$ cat config.mk
export PLATFORM = sky130hd
export DESIGN_NAME = cmip_fifo_burst_rdr_flat
export DESIGN_NICKNAME = d
export VERILOG_FILES = /design/src/rtl/cmip_fifo_burst_rdr_if.sv /design/src/rtl/cmip_fifo_burst_rdr.sv /design/src/flat_wrapper.sv
export SDC_FILE = /design/constraint.sdc
export NUM_CORES = 2
export LEC_CHECK = 0
export CAP_MARGIN = 20
export CORE_AREA = 2 2 407 409
export CTS_CLUSTER_DIAMETER = 50
export CTS_CLUSTER_SIZE = 10
export DETAILED_ROUTE_END_ITERATION = 8
export DIE_AREA = 0 0 409 411
export SKIP_LAST_GASP = 1
export SLEW_MARGIN = 10
export SYNTH_ARGS = -nofsm -noshare
export SYNTH_HDL_FRONTEND = slang
export SYNTH_SLANG_ARGS = --single-unit
$ cat constraint.sdc
create_clock -name i_clk -period 54.9 [get_ports i_clk]
set_clock_uncertainty 0.2 [all_clocks]
set_input_delay 10.98 -clock i_clk [delete_from_list [all_inputs] [get_ports i_clk]]
set_output_delay 10.98 -clock i_clk [all_outputs]
set_load 0.03 [all_outputs]
$ cat src/rtl/cmip_fifo_burst_rdr_if.sv
// Handshake bundle for cmip_fifo_burst_rdr: control, FIFO read side and output stream.
// The slave modport is the reader itself; master is whatever drives it.
interface cmip_fifo_burst_rdr_if #(
   parameter int DATA_WDTH = 512,
   parameter int LEN_WDTH  = 16
);
   logic                 i_start;
   logic [LEN_WDTH-1:0]  i_burst_len;
   logic                 o_busy;
   logic                 o_done;
   logic                 i_fifo_empty;
   logic                 o_fifo_rd;
   logic [DATA_WDTH-1:0] i_fifo_dout;
   logic                 o_vld;
   logic                 i_rdy;
   logic [DATA_WDTH-1:0] o_data;
   logic                 o_last;

   modport slave (
      input  i_start, i_burst_len, i_fifo_empty, i_fifo_dout, i_rdy,
      output o_busy, o_done, o_fifo_rd, o_vld, o_data, o_last
   );
   modport master (
      output i_start, i_burst_len, i_fifo_empty, i_fifo_dout, i_rdy,
      input  o_busy, o_done, o_fifo_rd, o_vld, o_data, o_last
   );
endinterface

$ cat src/rtl/cmip_fifo_burst_rdr.sv
// Burst reader: pulls a latched number of words from a non-FWFT FIFO into a valid/ready stream
// through a 2-entry skid buffer. Define CMIP_FIFO_BURST_RDR_STAT_EN to add the o_stat_bursts counter.
module cmip_fifo_burst_rdr #(
   parameter int DATA_WDTH = 512,
   parameter int LEN_WDTH  = 16
) (
   input  logic                      i_clk,
   input  logic                      i_rst,
`ifdef CMIP_FIFO_BURST_RDR_STAT_EN
   output logic [31:0]               o_stat_bursts,
`endif
   cmip_fifo_burst_rdr_if.slave      bus
);
   typedef enum logic [1:0] {IDLE, RUN, DONE} state_t;

   state_t               state_q, state_d;
   logic [LEN_WDTH-1:0]  len_q, len_d;
   logic [LEN_WDTH:0]    rd_cnt_q, rd_cnt_d;
   logic [LEN_WDTH:0]    beat_q, beat_d;
   logic [1:0]           buf_cnt_q, buf_cnt_d;
   logic                 infl_q, infl_d;
   logic [DATA_WDTH-1:0] buf0_q, buf0_d, buf1_q, buf1_d;
   logic                 pop, rd, last;
   logic [2:0]           occ;
   logic [1:0]           tail;

   always_comb begin
      pop  = (buf_cnt_q != 2'd0) && bus.i_rdy;
      last = (buf_cnt_q != 2'd0) && ((beat_q + 1'b1) == {1'b0, len_q});
      // Occupancy counts the in-flight read so the buffer never overflows when data lands.
      occ  = {1'b0, buf_cnt_q} + {2'b00, infl_q};
      rd   = (state_q == RUN) && !bus.i_fifo_empty && (rd_cnt_q < {1'b0, len_q}) &&
             (occ < (3'd2 + {2'b00, pop}));
      tail = buf_cnt_q - {1'b0, pop};

      state_d   = state_q;
      len_d     = len_q;
      rd_cnt_d  = rd_cnt_q;
      beat_d    = beat_q;
      buf0_d    = buf0_q;
      buf1_d    = buf1_q;
      infl_d    = rd;
      buf_cnt_d = buf_cnt_q - {1'b0, pop} + {1'b0, infl_q};

      if (rd)  rd_cnt_d = rd_cnt_q + 1'b1;
      if (pop) beat_d   = beat_q + 1'b1;

      case (state_q)
         IDLE: if (bus.i_start) begin
            len_d    = bus.i_burst_len;
            rd_cnt_d = '0;
            beat_d   = '0;
            state_d  = (bus.i_burst_len == '0) ? DONE : RUN;
         end
         RUN:  if (pop && last) state_d = DONE;
         DONE: state_d = IDLE;
         default: state_d = IDLE;
      endcase

      if (pop) buf0_d = buf1_q;
      if (infl_q) begin
         if (tail == 2'd0) buf0_d = bus.i_fifo_dout;
         else              buf1_d = bus.i_fifo_dout;
      end
   end

   always_ff @(posedge i_clk or posedge i_rst) begin
      if (i_rst) begin
         state_q   <= IDLE;
         len_q     <= '0;
         rd_cnt_q  <= '0;
         beat_q    <= '0;
         buf_cnt_q <= '0;
         infl_q    <= 1'b0;
         buf0_q    <= '0;
         buf1_q    <= '0;
      end else begin
         state_q   <= state_d;
         len_q     <= len_d;
         rd_cnt_q  <= rd_cnt_d;
         beat_q    <= beat_d;
         buf_cnt_q <= buf_cnt_d;
         infl_q    <= infl_d;
         buf0_q    <= buf0_d;
         buf1_q    <= buf1_d;
      end
   end

   assign bus.o_busy    = (state_q == RUN);
   assign bus.o_done    = (state_q == DONE);
   assign bus.o_fifo_rd = rd;
   assign bus.o_vld     = (buf_cnt_q != 2'd0);
   assign bus.o_data    = buf0_q;
   assign bus.o_last    = last;

`ifdef CMIP_FIFO_BURST_RDR_STAT_EN
   logic [31:0] stat_q, stat_d;

   always_comb begin
      stat_d = stat_q;
      if (state_q == DONE) stat_d = stat_q + 32'd1;
   end

   always_ff @(posedge i_clk or posedge i_rst) begin
      if (i_rst) stat_q <= '0;
      else       stat_q <= stat_d;
   end

   assign o_stat_bursts = stat_q;
`endif
endmodule

$ cat src/flat_wrapper.sv
// flat-port wrapper written by rule: the top's interface ports become plain ports
module cmip_fifo_burst_rdr_flat 
#(
   parameter int DATA_WDTH = 512,
   parameter int LEN_WDTH  = 16
)
  (i_clk, i_rst, bus_i_start, bus_i_burst_len, bus_i_fifo_empty, bus_i_fifo_dout, bus_i_rdy, bus_o_busy, bus_o_done, bus_o_fifo_rd, bus_o_vld, bus_o_data, bus_o_last);
  cmip_fifo_burst_rdr_if #(.DATA_WDTH(DATA_WDTH), .LEN_WDTH(LEN_WDTH)) bus_i ();
  input  logic i_clk;
  input  logic i_rst;
  input wire logic [$bits(bus_i.i_start)-1:0] bus_i_start;
  input wire logic [$bits(bus_i.i_burst_len)-1:0] bus_i_burst_len;
  input wire logic [$bits(bus_i.i_fifo_empty)-1:0] bus_i_fifo_empty;
  input wire logic [$bits(bus_i.i_fifo_dout)-1:0] bus_i_fifo_dout;
  input wire logic [$bits(bus_i.i_rdy)-1:0] bus_i_rdy;
  output wire logic [$bits(bus_i.o_busy)-1:0] bus_o_busy;
  output wire logic [$bits(bus_i.o_done)-1:0] bus_o_done;
  output wire logic [$bits(bus_i.o_fifo_rd)-1:0] bus_o_fifo_rd;
  output wire logic [$bits(bus_i.o_vld)-1:0] bus_o_vld;
  output wire logic [$bits(bus_i.o_data)-1:0] bus_o_data;
  output wire logic [$bits(bus_i.o_last)-1:0] bus_o_last;
  assign bus_i.i_start = bus_i_start;
  assign bus_i.i_burst_len = bus_i_burst_len;
  assign bus_i.i_fifo_empty = bus_i_fifo_empty;
  assign bus_i.i_fifo_dout = bus_i_fifo_dout;
  assign bus_i.i_rdy = bus_i_rdy;
  assign bus_o_busy = bus_i.o_busy;
  assign bus_o_done = bus_i.o_done;
  assign bus_o_fifo_rd = bus_i.o_fifo_rd;
  assign bus_o_vld = bus_i.o_vld;
  assign bus_o_data = bus_i.o_data;
  assign bus_o_last = bus_i.o_last;
  cmip_fifo_burst_rdr #(.DATA_WDTH(DATA_WDTH), .LEN_WDTH(LEN_WDTH)) u_core (.i_clk(i_clk), .i_rst(i_rst), .bus(bus_i));
endmodule
Word level (Yosys, flattened, before mapping):

Cells that the tools add are included.

* register bits: 1079
* bits of input ports: 533
* output and inout bits: 517
* logic and storage cells: 49

* add/sub/neg operators: 6
* magnitude comparators: 2
* equal/unequal tests: 5
* mux-type cells: 13
* bitwise operators: 1
* reduce and logical (&&, ||, !) cells: 14

Operators by type and width (number)
* two-way mux 512 bit: 3
* two-way mux 17 bit: 6
* adder 17 x 1 -> 17 bit, second input constant: 2
* == test 17 x 16 -> 1 bit: 1
* less-than comparator 17 x 16 -> 1 bit: 1
* zero test 16 bit: 1
* logical AND 1 bit: 6
* two-way mux 2 bit: 3
* AND reduction 2 bit: 3
* zero test 2 bit: 2
* one-hot mux 2 bit (2 select lines): 1
* adder 2 x 1 -> 3 bit: 1
* adder 2 x 1 -> 3 bit, first input constant: 1
* less-than comparator 3 bit: 1
* adder 2 x 1 -> 2 bit: 1
* == test 2 x 1 -> 1 bit, second input constant: 1
* == test 2 bit, second input constant: 1
* != test 2 x 1 -> 1 bit, second input constant: 1
* != test 2 bit, second input constant: 1
* nonzero test 2 bit: 1
* subtractor 2 x 1 -> 2 bit: 1
* zero test 1 bit: 1
* NOT 1 bit: 1

Depth between registers and ports, before layout:

* word-level depth: 8
* depth in mapped cells: 12
* depth with buffers taken out: 9

Worst setup path after synthesis:

OpenSTA, ideal clock, no wires.

* path type: in2out
* from: in bus_i_fifo_empty
* to: out bus_o_fifo_rd
* arrival time: 12154 ps
* data required time: 43720 ps
* setup slack: 31566 ps
* cell stages on the path: 6
* buffers on the path: 2
* cells stage by stage: nor4_1 -> o2111a_1 -> o21ai_1 -> buf_2 -> buf_4 -> inv_1

* word-level cells in the longest chain between the ends: 4

RTL lines
* from (decl): line flat_wrapper.sv:13 `input wire logic [$bits(bus_i.i_fifo_empty)-1:0] bus_i_fifo_empty;`
* zero test 1 bit: line cmip_fifo_burst_rdr.sv:32 `rd = (state_q == RUN) && !bus.i_fifo_empty && (rd_cnt_q < {1'b0, len_q}) &&`
* logical AND 1 bit (3 in a row): line cmip_fifo_burst_rdr.sv:32
* to (decl): line flat_wrapper.sv:18 `output wire logic [$bits(bus_i.o_fifo_rd)-1:0] bus_o_fifo_rd;`

Every way passes these cells.

Final worst setup path:

* from: in bus_i_rdy
* to: out bus_o_fifo_rd

* word-level cells in the longest chain between the ends: 4

RTL lines
* from (decl): line flat_wrapper.sv:15 `input wire logic [$bits(bus_i.i_rdy)-1:0] bus_i_rdy;`
* logical AND 1 bit: line cmip_fifo_burst_rdr.sv:28 `pop = (buf_cnt_q != 2'd0) && bus.i_rdy;`
* adder 2 x 1 -> 3 bit: line cmip_fifo_burst_rdr.sv:33 `(occ < (3'd2 + {2'b00, pop}));`
* less-than comparator 3 bit: line cmip_fifo_burst_rdr.sv:33
* logical AND 1 bit: line cmip_fifo_burst_rdr.sv:32

Every way passes these cells.

==> results.txt <==
detailed-route via count: 35604
fmax: 40.0 MHz
vias in the first global route: 35420
most common cell after layout, fill and taps aside: dfrtp_1
pin count of the biggest net entering global routing: 210
syn avg cell area: 10.6 sq um
crit share post-route: 45.5%
CP Class: input pin to output pin
number of synthesized flops with an enable pin: 0
Slew headroom: 27.0%
I/O Buffers: 1049
final slew viol count: 0
leakage power: 26.2 nW
pwr/cell area: 67.2 nW/um^2
Post-synth ARST share: 100%
Hold Slack: 0.303 ns
Design Area, Final: 62000 sq um
arrival time worst endpoint: 13.81 ns
Total Neg Setup Slack: 0 ns
Worst Hold Class: register to register
GRT Overall Usage: 17.1%
GR Overflow Total: 0
Num Clock Sinks: 1079
hold_buf cts: 0
worst IR drop on VDD: 39.0 uV
status: finished, final reports clean
Worst R2R Path Depth: 12
Crit path required time: 43.72 ns
DR vias/cell: 4.75
multi-input logic area: 16700 sq um
layout cells sized above 1: 14.8%
final wirelength: 149000 um
Num CTS Buffers: 144
wire per inst: 19.9 um
startpoint types: input pin
Area growth, synth to finish: 38.0%
residual DRC count: 0
count of cell types in the netlist: 58
Max Cap Viol: 0
Mapped Cells: 4256
core area: 164000 sq um
Worst-path clk slew: 0.05 ns
register area: 27000 sq um
hold path cells: 1
initial antenna violation count: 43
dpl cell area: 57400 sq um
Seq/Total Area, Yosys: 60.0%
DRT Pass-1 Iters: 7
warning count from the yosys run: 0
Final HPWL DP: 100000 um
Die X: 409 um
H-tree depth: 4
Post-Syn Area: 45000 sq um
row count: 149
Worst-Margin Slew: 1.09 ns
nets@finish: 5755
most frequent cells in the layout: 1079 x dfrtp_1, 1060 x nand2_1, 1049 x clkdlybuf4s50_1
I/O pins: 1050
# resized after CTS: 0
CP Capture Type: output pin
Post-CTS Setup Repair Bufs: 0
routability congestion estimate: 0.868
top-area cell type share of the netlist area: 60.0%
chip height: 411 um
CTS tree: built
synth top area cells: dfrtp_1 60%, mux2_2 13%, nand2_1 8.8%
clk_lat worst skew: 0.79 ns
Root Buffer: clkbuf_16
CTS Buffer Depth: 3
RSZ-0062 raised after global routing: no
DRT antenna net count: 0
1st-iter DRT viols: 2685
top_reg_cell synth: dfrtp_1
register bit total from synthesis: 1079
Filler Cell Count: 15916
first-pass GRT wire length: 222000 um
Starting Density: 27.4%
die area: 168000 sq um
Finish-stage setup viols: 0
worst-path fanout max: 87
Hold Fails Final Rpt: 0
cell taking the most area after synthesis: dfrtp_1
minimum clock period: 24.99 ns
Syn Nets: 4810
[registers in the layout, indices dropped and copies added, names as in the netlist]
| signal | flops |
|---|---|
| u_core.buf_cnt_q | 2 |
| u_core.bus.o_data | 512 |
| u_core.buf1_q | 512 |
| u_core.rd_cnt_q | 17 |
| u_core.state_q | 2 |
| u_core.beat_q | 17 |
| u_core.len_q | 16 |
| u_core.infl_q | 1 |
[through the flow]
stage	total power, mW	cells	utilization, %	setup slack (ns)
finish	4.17	7488	37.9	29.91
global route	4.40	7484	37.8	29.72
CTS	4.21	7456	37.7	29.83
detailed placement	3.30	7238	35.1	29.86
global placement	3.26	7238	35.1	29.83
floorplan	2.57	4256	-	13.34
[path summary, 6_finish.rpt]
path,slack [ns],to,start
worst max-delay path,29.91,bus_o_fifo_rd,bus_i_rdy
worst min-delay path,0.30,u_core.buf1_q[459]$_DFFE_PP0P_,u_core.buf1_q[459]$_DFFE_PP0P_
worst max register to register,47.44,u_core.bus.o_data[437]$_DFF_PP0_,u_core.buf_cnt_q[1]$_DFF_PP0_
worst min register to register,0.30,u_core.buf1_q[459]$_DFFE_PP0P_,u_core.buf1_q[459]$_DFFE_PP0P_
max in group asynchronous,39.46,u_core.buf1_q[188]$_DFFE_PP0P_,i_rst
min in group asynchronous,10.44,u_core.buf1_q[271]$_DFFE_PP0P_,i_rst
[final cells by class]
type | count | share of cell area (%)
antenna | 26 | 0.105
clock buffer | 177 | 6.31
clock inverter | 41 | 0.714
inverter | 24 | 0.169
multi-input combinational | 2853 | 27.0
sequential | 1079 | 43.5
tap | 2189 | 4.42
timing repair buffer | 1099 | 17.8
[power by group]
group          total, mW  switching [mW]  internal [mW]
registers           1.44           0.233           1.21
clock network      0.882           0.360          0.522
logic               1.85            1.05          0.797
total               4.17            1.65           2.52
[Yosys cell counts (all sizes together) (2+ instances only)]
| master | n |
|---|---|
| a211oi | 2 |
| a21o | 3 |
| a21oi | 16 |
| a22o | 3 |
| a31oi | 515 |
| and3 | 6 |
| and4 | 4 |
| buf | 59 |
| clkbuf | 241 |
| dfrtp | 1079 |
| ha | 21 |
| inv | 24 |
| mux2 | 514 |
| mux2i | 2 |
| nand2 | 1061 |
| nand3 | 15 |
| nand4 | 5 |
| nor2 | 543 |
| nor2b | 6 |
| nor3 | 7 |
| nor3b | 5 |
| nor4 | 9 |
| o2111ai | 6 |
| o211ai | 2 |
| o21a | 5 |
| o21ai | 30 |
| o311ai | 3 |
| o31ai | 4 |
| or2 | 4 |
| or3 | 10 |
| or4 | 3 |
| xnor2 | 16 |
| xor2 | 21 |
[kinds of logic after synthesis]
family	Yosys count	synth area share [%]
adders and majority gates	21	0.584
DFF	1079	60.0
muxes	516	12.9
AOI/OAI and AO/OA	597	8.35
and+or+nand+nor	1682	14.5
buffers and inverters	324	2.86
xor gates and xnor gates	37	0.721
[worst max-delay path, cell delays in order]
cell and delay [ns]:
clkdlybuf4s50_1 0.57, nand2_8 0.36, o21ai_0 0.35, o2111a_1 0.37
o21ai_1 0.11, buf_4 0.21, inv_1 0.14, clkdlybuf4s50_1 0.69
[metal layers]
| metal | vias up | global-route usage [%] | routed length [um] | share of wire, % |
|---|---|---|---|---|
| li1 | 16392 | - | - | - |
| met1 | 17717 | 21.0 | 61300 | 41 |
| met2 | 1158 | 26.8 | 69600 | 47 |
| met3 | 303 | 6.40 | 12300 | 8.2 |
| met4 | 34 | 7.41 | 5670 | 3.8 |
| met5 | - | 0 | 226 | 0.15 |
Power figures use the tool's default switching activity.
